<file path="src/rtl/ctl_ammo.sv">
// ctl_ammo: ammunition / reload controller for the player's gun.
// Gates shot_fired into shot_accepted, enforces an inter-shot cooldown and a
// timed reload, and presents remaining ammo as two BCD digits.
// Ports:
//   clk, rst          system clock, synchronous active-low reset
//   shot_fired        1-cycle shot pulse from ctl_trigger
//   reload_req        1-cycle reload request (new round or manual reload)
//   pause             level; freezes timers and ignores shots and reloads
//   shot_accepted     1-cycle pulse when a shot consumed a round
//   ammo_ones/tens    BCD digits of remaining ammo
//   ammo_empty        remaining ammo == 0
//   reloading         high while in RELOAD
//   fire_enable       high only in READY with pause low
module ctl_ammo #(
  parameter int unsigned AMMO_MAX     = 12,
  parameter int unsigned COOLDOWN_CYC = 6_500_000,
  parameter int unsigned RELOAD_CYC   = 65_000_000
) (
  input  logic       clk,
  input  logic       rst,
  input  logic       shot_fired,
  input  logic       reload_req,
  input  logic       pause,
  output logic       shot_accepted,
  output logic [3:0] ammo_ones,
  output logic [3:0] ammo_tens,
  output logic       ammo_empty,
  output logic       reloading,
  output logic       fire_enable
);

  localparam int unsigned TMAX = (COOLDOWN_CYC > RELOAD_CYC) ? COOLDOWN_CYC : RELOAD_CYC;
  localparam int unsigned TW   = $clog2(TMAX + 1);

  // Reject illegal parameter sets at elaboration
  if (AMMO_MAX == 0 || AMMO_MAX > 99 || COOLDOWN_CYC == 0 || RELOAD_CYC == 0) begin : g_bad_param
    $error("ctl_ammo: parameter out of range");
  end

  typedef enum logic [1:0] {
    S_READY    = 2'd0,
    S_COOLDOWN = 2'd1,
    S_EMPTY    = 2'd2,
    S_RELOAD   = 2'd3
  } state_e;

  state_e         state_q, state_d;
  logic [TW-1:0]  timer_q, timer_d;
  logic [3:0]     ones_q, ones_d;
  logic [3:0]     tens_q, tens_d;
  logic           shot_acc_q, shot_acc_d;
  logic           empty_q, empty_d;
  logic           reloading_q, reloading_d;
  logic           fire_en_q, fire_en_d;

  logic go_c;
  logic ammo_zero_c;
  logic ammo_one_c;
  logic fire_c;
  logic reload_c;

  assign go_c        = !pause;
  assign ammo_zero_c = (tens_q == 4'd0) && (ones_q == 4'd0);
  assign ammo_one_c  = (tens_q == 4'd0) && (ones_q == 4'd1);
  // Reload has priority over a coincident shot
  assign reload_c    = go_c && reload_req;
  assign fire_c      = go_c && shot_fired && !reload_req && !ammo_zero_c;

  // State and output registers
  always_ff @(posedge clk) begin
    if (!rst) begin
      state_q     <= S_READY;
      timer_q     <= '0;
      ones_q      <= 4'(AMMO_MAX % 10);
      tens_q      <= 4'(AMMO_MAX / 10);
      shot_acc_q  <= 1'b0;
      empty_q     <= 1'b0;
      reloading_q <= 1'b0;
      fire_en_q   <= 1'b1;
    end else begin
      state_q     <= state_d;
      timer_q     <= timer_d;
      ones_q      <= ones_d;
      tens_q      <= tens_d;
      shot_acc_q  <= shot_acc_d;
      empty_q     <= empty_d;
      reloading_q <= reloading_d;
      fire_en_q   <= fire_en_d;
    end
  end

  // Next-state logic
  always_comb begin
    state_d = state_q;
    case (state_q)
      S_READY: begin
        if (reload_c)    state_d = S_RELOAD;
        else if (fire_c) state_d = ammo_one_c ? S_EMPTY : S_COOLDOWN;
      end
      S_COOLDOWN: begin
        if (reload_c)                        state_d = S_RELOAD;
        else if (go_c && timer_q == '0)      state_d = S_READY;
      end
      S_EMPTY: begin
        if (reload_c) state_d = S_RELOAD;
      end
      S_RELOAD: begin
        if (go_c && timer_q == '0) state_d = S_READY;
      end
      default: state_d = S_READY;
    endcase
  end

  // Datapath and registered-output next values
  always_comb begin
    timer_d    = timer_q;
    ones_d     = ones_q;
    tens_d     = tens_q;
    shot_acc_d = 1'b0;
    case (state_q)
      S_READY: begin
        if (fire_c) begin
          shot_acc_d = 1'b1;
          if (ones_q == 4'd0) begin
            ones_d = 4'd9;
            tens_d = tens_q - 4'd1;
          end else begin
            ones_d = ones_q - 4'd1;
          end
          timer_d = TW'(COOLDOWN_CYC - 1);
        end
      end
      S_COOLDOWN: begin
        if (go_c && timer_q != '0) timer_d = timer_q - TW'(1);
      end
      S_RELOAD: begin
        if (go_c) begin
          if (timer_q == '0) begin
            ones_d = 4'(AMMO_MAX % 10);
            tens_d = 4'(AMMO_MAX / 10);
          end else begin
            timer_d = timer_q - TW'(1);
          end
        end
      end
      default: ;
    endcase
    // Entering RELOAD always starts a fresh reload period
    if (state_q != S_RELOAD && state_d == S_RELOAD) timer_d = TW'(RELOAD_CYC - 1);
    empty_d     = (ones_d == 4'd0) && (tens_d == 4'd0);
    reloading_d = (state_d == S_RELOAD);
    fire_en_d   = (state_d == S_READY) && go_c;
  end

  assign shot_accepted = shot_acc_q;
  assign ammo_ones     = ones_q;
  assign ammo_tens     = tens_q;
  assign ammo_empty    = empty_q;
  assign reloading     = reloading_q;
  assign fire_enable   = fire_en_q;

endmodule

</file>
<file path="config.mk">
export PLATFORM = sky130hd
export DESIGN_NAME = ctl_ammo
export DESIGN_NICKNAME = d
export VERILOG_FILES = /design/src/rtl/ctl_ammo.sv
export SDC_FILE = /design/constraint.sdc
export NUM_CORES = 1
export LEC_CHECK = 0
export BUFFER_PORTS_ARGS = -buffer_cell sky130_fd_sc_hd__buf_4
export CELL_PAD_IN_SITES_DETAIL_PLACEMENT = 1
export CELL_PAD_IN_SITES_GLOBAL_PLACEMENT = 2
export CORE_MARGIN = 2
export CORE_UTILIZATION = 36
export CTS_CLUSTER_SIZE = 28
export DETAILED_ROUTE_END_ITERATION = 8
export PLACE_DENSITY = 0.91
export SETUP_SLACK_MARGIN = 0.05
export SYNTH_ARGS = -nofsm -noshare
export SYNTH_HDL_FRONTEND = slang
export SYNTH_SLANG_ARGS = --single-unit
</file>
<file path="constraint.sdc">
create_clock -name clk -period 3.11 [get_ports clk]
set_input_delay 0.622 -clock clk [delete_from_list [all_inputs] [get_ports clk]]
set_output_delay 0.622 -clock clk [all_outputs]
set_load 0.03 [all_outputs]
</file>
==> flow_metrics.env, run 1 <==
export IMPL_status="finished clean"
export IMPL_crit_buf_inv=1
export IMPL_clock_fmax_mhz=354
export IMPL_ff2ff_path_depth=9
export IMPL_skew_ns=0.00664
export IMPL_power_switching_mw=1.42
export IMPL_coreArea_sq_mm=0.00683
export IMPL_synth_cell_type_count=63
export IMPL_synth_edff_count=0
export IMPL_die_y_um=88.2
export IMPL_final_nets=361
export IMPL_layout_drive_gt1_share=0.164
export IMPL_final_util=0.435
export IMPL_grt_total_usage=0.206
export IMPL_rows=30
export IMPL_wl_per_cell_um=17.1
export IMPL_ios=17
export IMPL_pwr_share_clk=0.122
export IMPL_cts_tree="done"
export IMPL_clock_latency_ns=0.29
export IMPL_routed_wl_um=7580
export IMPL_io_buffers=16
export IMPL_final_period_minus_worst_setup_slack_ns=2.83
export IMPL_postSynthCellCount=318
export IMPL_min_from="timer_q[16]$_SDFFE_PN0P_"
export IMPL_crit_fanout=8
export IMPL_start_util=0.374
export IMPL_drtPass1Iterations=4
export IMPL_synth_net_count=333
export IMPL_holdBufCountCts=0
export IMPL_cts_made_buffers=5
export IMPL_min_path_cells=2
export IMPL_finalCritPeriodShare=0.909
export IMPL_synth_seq_cells=40
export IMPL_p_leak_nw=1.19
export IMPL_synth_area_per_cell_sq_um=8.03
export IMPL_layout_cells_non_filler=443
export IMPL_critical_path_arrival_ns=3.02
export IMPL_cts_htree_levels=2
export IMPL_totalNegativeSetupSlack_ns=0
export IMPL_yosysSeqAreaShare=0.313
export IMPL_hold_ws_ns=0.500
export IMPL_grt_ovfl_total=0
export IMPL_crit_chain="inv_1, ha_1, nor4b_1, and4_1, a41o_1, a2111oi_4, and3_1, a21boi_1, o211a_1"
export IMPL_swShare=0.475
export IMPL_crit_type="register to register"
export IMPL_routed_via_density=5.70
export IMPL_antenna_found_initial=0
export IMPL_gp_congestion=0.860
export IMPL_die_x_um=88.2
export IMPL_p_int_mw=1.58
export IMPL_cts_root_buf="clkbuf_8"
export IMPL_timing_rr_start="timer_q[0]$_SDFFE_PN0P_"
export IMPL_ant_nets=0
export IMPL_grt_pass1_vias=2565
export IMPL_slew_violations=0
export IMPL_slew_headroom=0.600
export IMPL_cp_slowest_stage_delay_ns=0.47
export IMPL_antenna_cells=0
export IMPL_clkTransAtPathRegs_ns=0.08
export IMPL_yosys_warnings=0
export IMPL_worstMarginPinSlew_ns=0.596
export IMPL_synth_ff_type="dfxtp_1"
export IMPL_pwr_share_seq=0.279
export IMPL_slowest_stage="a2111oi_4"
export IMPL_power_density_mw_per_mm2=1010
export IMPL_area_delta_synth_final_pct=16.4
export IMPL_dp_cells=434
export IMPL_hold_violations=0
export IMPL_power_mw=3.00
export IMPL_maxCapViolCount=0
export IMPL_drc=0
export IMPL_critPathTopFamily="compound AO/OA/AOI/OAI gates"
export IMPL_vias=2526
export IMPL_drt_iter0_markers=160
export IMPL_grt_pass1_wl_um=12700
export IMPL_syn_area_sq_mm=0.00255
export IMPL_clock_path_buffers=2
export IMPL_setup_violations=0
export IMPL_die_area_sq_mm=0.00779
export IMPL_comb_power_share=0.599
export IMPL_crit_path_end_kind="register"
export IMPL_worst_ep_required_time_ns=3.30
export IMPL_cts_sinks=40
export IMPL_rsz0062_at_grt="no"
export IMPL_hold_path_class="register to register"
export IMPL_dp_hpwl_um=5730
export IMPL_ff2ff_setup_slack_ns=0.28
export IMPL_hold_end="timer_q[16]$_SDFFE_PN0P_"
export IMPL_start_kind="register"
export IMPL_synthArstFlopShare=0
export IMPL_grt_max_degree=35
export IMPL_r2r_end="timer_q[4]$_SDFFE_PN0P_"
export IMPL_irDropWorstVdd_uv=311
## metal layers
metal,global-route usage,wire length [um],up-vias,share of wire
met1,0.265,3570,1231,0.47
met5,0,0,-,0
met4,0.0496,100,0,0.013
met2,0.360,3670,41,0.48
met3,0.0373,234,9,0.031
li1,-,-,1245,-
## cell usage after synthesis, types with 5 or more instances
| master | count | area, sq um |
|---|---|---|
| nand3_1 | 14 | 70.1 |
| nor4_1 | 6 | 37.5 |
| dfxtp_1 | 40 | 801 |
| inv_1 | 20 | 75.1 |
| and2_1 | 7 | 43.8 |
| ha_1 | 10 | 125 |
| nand2_1 | 24 | 90.1 |
| a21oi_1 | 29 | 145 |
| a31oi_1 | 5 | 31.3 |
| nor2_1 | 22 | 82.6 |
| o211a_1 | 6 | 60.1 |
| clkbuf_1 | 8 | 30.0 |
| nor3_1 | 11 | 55.1 |
| and3_1 | 7 | 43.8 |
| a311oi_1 | 5 | 43.8 |
| o21ai_0 | 27 | 135 |
## stage by stage
stage                     cell area [sq um]  setup WS, ns
after global routing                   2970         0.109
final                                  2970         0.284
after global placement                 2880         0.353
after floorplan                        2550         0.364
after detailed placement               2880         0.183
after CTS                              2970         0.267
## timing repair
item / in CTS / in global routing
endpoints found under the setup margin: 0 / 1
setup buffers: 0 / 1
resized for setup: 0 / 0
## area by class of cell
type / count / area [sq um]
fill: 854 / 3860
multi-input combinational: 246 / 1630
sequential: 40 / 801
timing repair buffer: 33 / 260
tap: 96 / 120
clock buffer: 8 / 90.1
inverter: 20 / 75.1
## cells by family (layout without fill, tap and decap cells)
| group | Yosys count | in the layout | share of synthesized area |
|---|---|---|---|
| compound gates | 111 | 111 | 0.307 |
| xor+xnor | 1 | 1 | 0.00343 |
| fa+ha+maj | 10 | 10 | 0.0490 |
| buf+inv | 32 | 61 | 0.0500 |
| flops | 40 | 40 | 0.313 |
| simple gates | 124 | 124 | 0.278 |
## power groups by stage
| stage | Sequential [mW] | Clock, mW | Combinational (mW) |
|---|---|---|---|
| 5_1_grt | 0.864 | 0.401 | 1.99 |
| 3_3_place_gp | 0.835 | 0 | 1.74 |
| 3_5_place_dp | 0.844 | 0 | 1.78 |
| 4_1_cts | 0.833 | 0.377 | 1.78 |
| 2_1_floorplan | 0.860 | 0 | 1.17 |
| 6_report | 0.837 | 0.367 | 1.80 |
## flip-flops by register name, summed over array words and instances (netlist names)
signal / cells
timer_q: 26
state_q: 2
shot_accepted: 1
reloading: 1
ammo_ones: 4
ammo_tens: 4
fire_enable: 1
ammo_empty: 1
## layout by cell type, fill, tap and decap left out, types with 3 or more instances in the layout
cell type   n
nor3_1     11
a21oi_1    29
a211o_1     3
and2_1      7
a311oi_1    5
ha_1       10
buf_4      32
inv_1      20
nor2b_1     3
clkbuf_8    6
o21ai_0    27
a31oi_1     5
nand3_1    14
o211a_1     6
nor4_1      6
dfxtp_1    40
a21boi_1    3
o21a_1      4
nor2_1     22
o21ai_1     3
nand2b_1    3
and3_1      7
nor4_2      3
or3_1       4
nand2_1    24
## worst min-delay path, cell delays in order (launching register included)
cell	delay (ns)
dfxtp_1	0.34
inv_1	0.06
a21oi_1	0.06
## worst max path at each step
| stage | start | to | slack (ns) | cells after the start |
|---|---|---|---|---|
| floorplan | ammo_ones[0]$_SDFF_PN0_ | timer_q[9]$_SDFFE_PN0P_ | 0.36 | 10 |
| global placement | pause | timer_q[25]$_SDFFE_PN0P_ | 0.35 | 9 |
| detailed placement | pause | timer_q[18]$_SDFFE_PN0P_ | 0.18 | 9 |
| CTS | timer_q[0]$_SDFFE_PN0P_ | timer_q[18]$_SDFFE_PN0P_ | 0.27 | 10 |
| global route | ammo_tens[0]$_SDFF_PN1_ | timer_q[4]$_SDFFE_PN0P_ | 0.11 | 10 |
| finish | timer_q[0]$_SDFFE_PN0P_ | timer_q[4]$_SDFFE_PN0P_ | 0.28 | 9 |
(Power assumes the default switching activity.)
==> inputs of run 2 (changes only) <==
==> constraint.sdc (replaced) <==
create_clock -name clk -period 3.11 [get_ports clk]
set_input_delay 0.4665 -clock clk [delete_from_list [all_inputs] [get_ports clk]]
set_output_delay 0.4665 -clock clk [all_outputs]
set_load 0.03 [all_outputs]
==> flow_metrics.env, run 2 (synthesis gave the netlist of run 1 again) <==
export IMPL_largest_register="timer_q"
export IMPL_irDropWorstVdd_uv=322
export IMPL_pwr_share_seq=0.271
export IMPL_gp_congestion=0.845
export IMPL_grt_ovfl_total=0
export IMPL_io_buffers=16
export IMPL_skew_ns=0.00770
export IMPL_r2r_end="timer_q[20]$_SDFFE_PN0P_"
export IMPL_setup_slack_ns=0.296
export IMPL_power_mw=3.08
export IMPL_crit_chain="inv_1, ha_1, nor4b_2, and4_1, a41o_1, a2111oi_4, o21a_2, buf_4, a21boi_0, o21ai_1"
export IMPL_cts_htree_levels=2
export IMPL_final_nets=363
export IMPL_slew_violations=0
export IMPL_critical_path_arrival_ns=3.01
export IMPL_rsz0062_at_grt="no"
export IMPL_crit_fanout=9
export IMPL_final_period_minus_worst_setup_slack_ns=2.81
export IMPL_maxCapViolCount=0
export IMPL_ant_nets=0
export IMPL_hold_path_class="input pin to register"
export IMPL_cts_sinks=40
export IMPL_totalNegativeSetupSlack_ns=0
export IMPL_final_cell_mix="40 x dfxtp_1, 35 x buf_4, 29 x a21oi_1"
export IMPL_vias=2570
export IMPL_dp_hpwl_um=5640
export IMPL_die_area_sq_mm=0.00779
export IMPL_cts_tree="done"
export IMPL_start_kind="register"
export IMPL_rows=30
export IMPL_start_util=0.374
export IMPL_drt_iter0_markers=126
export IMPL_power_density_mw_per_mm2=1020
export IMPL_design_area_sq_mm=0.00302
export IMPL_grt_pass1_vias=2569
export IMPL_cp_slowest_stage_delay_ns=0.46
export IMPL_comb_power_share=0.579
export IMPL_worst_ep_required_time_ns=3.31
export IMPL_ff2ff_setup_slack_ns=0.30
export IMPL_timing_rr_start="timer_q[0]$_SDFFE_PN0P_"
export IMPL_swShare=0.464
export IMPL_slew_headroom=0.569
export IMPL_clock_fmax_mhz=355
export IMPL_antenna_found_initial=0
export IMPL_routed_wl_um=7600
export IMPL_routed_via_density=5.78
export IMPL_layout_drive_gt1_share=0.183
export IMPL_crit_type="register to register"
export IMPL_antenna_cells=0
export IMPL_die_y_um=88.2
export IMPL_finalCritPeriodShare=0.905
export IMPL_area_delta_synth_final_pct=18.2
export IMPL_die_x_um=88.2
export IMPL_largest_reg_flops=26
export IMPL_crit_path_end_kind="register"
export IMPL_p_leak_nw=1.22
export IMPL_grt_pass1_wl_um=13000
export IMPL_wl_per_cell_um=17.1
export IMPL_cts_made_buffers=5
export IMPL_dp_slack_ns=0.218
export IMPL_status="finished clean"
export IMPL_drtPass1Iterations=4
export IMPL_clock_path_buffers=2
export IMPL_ios=17
export IMPL_final_common_cell="dfxtp_1"
export IMPL_clock_latency_ns=0.30
export IMPL_crit_path_end="timer_q[20]$_SDFFE_PN0P_"
export IMPL_hold_ws_ns=0.473
export IMPL_dpl_cell_area_sq_mm=0.00289
export IMPL_cts_root_buf="clkbuf_8"
export IMPL_power_switching_mw=1.43
export IMPL_clkTransAtPathRegs_ns=0.09
export IMPL_n_fill_cell=854
export IMPL_slowest_stage="a2111oi_4"
export IMPL_startpoint="timer_q[0]$_SDFFE_PN0P_"
export IMPL_drc=0
export IMPL_setup_violations=0
export IMPL_ff2ff_path_depth=10
export IMPL_grt_total_usage=0.211
export IMPL_pwr_share_clk=0.151
export IMPL_grt_max_degree=35
export IMPL_coreArea_sq_mm=0.00683
export IMPL_p_int_mw=1.65
export IMPL_hold_violations=0
export IMPL_worstMarginPinSlew_ns=0.642
## run 2: cell count changes in the layout (fill, tap and decap cells not counted), sizes merged
cell	delta
buf	+2
bufinv	+1
clkbuf	-2
clkinv	+1
## run 2: per-layer routing
| layer | part of all wire | vias to the layer above | wire length [um] | global-route usage |
|---|---|---|---|---|
| li1 | - | 1253 | - | - |
| met1 | 0.49 | 1285 | 3700 | 0.296 |
| met2 | 0.48 | 26 | 3640 | 0.342 |
| met3 | 0.024 | 6 | 186 | 0.0317 |
| met4 | 0.0097 | 0 | 74 | 0.0510 |
| met5 | 0 | - | 0 | 0 |
## run 2: metrics by stage
step / cells / util
2_1_floorplan: 318 / -
3_3_place_gp: 437 / 0.422
3_5_place_dp: 437 / 0.422
4_1_cts: 445 / 0.440
5_1_grt: 445 / 0.442
6_report: 445 / 0.442
## run 2: worst min-delay path by stage
stage	start	end	slack, ns	cells after the start
after floorplan	timer_q[16]$_SDFFE_PN0P_	timer_q[16]$_SDFFE_PN0P_	0.45	2
after global placement	timer_q[16]$_SDFFE_PN0P_	timer_q[16]$_SDFFE_PN0P_	0.47	2
after detailed placement	timer_q[16]$_SDFFE_PN0P_	timer_q[16]$_SDFFE_PN0P_	0.49	2
after CTS	pause	fire_enable$_SDFF_PN1_	0.48	2
after global routing	pause	fire_enable$_SDFF_PN1_	0.48	2
final	pause	fire_enable$_SDFF_PN1_	0.47	2
## run 2: layout make-up
cell class                 instances  area, sq um  share of cell area
sequential                        40          801               0.265
multi-input combinational        246         1640               0.543
timing repair buffer              35          263              0.0870
clock inverter                     2         38.8              0.0128
clock buffer                       6         82.6              0.0273
inverter                          20         75.1              0.0249
tap                               96          120              0.0398
## run 2: worst max-delay path, delay by kind of cell, from the launching register on
family	cells	cell delay, ns
flip-flops	1	0.41
adder cells (fa/ha/maj)	1	0.19
AND/OR/NAND/NOR	2	0.44
buffers and inverters	2	0.27
AO/OA/AOI/OAI	5	1.39
## run 2: power groups by stage
stage	logic [mW]	clock network (mW)	registers (mW)
2_1_floorplan	1.17	0	0.860
5_1_grt	2.00	0.496	0.856
3_5_place_dp	1.76	0	0.840
3_3_place_gp	1.72	0	0.829
6_report	1.78	0.463	0.833
4_1_cts	1.77	0.473	0.827
## run 2: what timing repair did
| item | 4_1_cts | 5_1_grt |
|---|---|---|
| endpoints found under the setup margin | 0 | 12 |
| gates resized for setup | 0 | 3 |
| hold buffers | 0 | 0 |
| setup buffers | 0 | 0 |
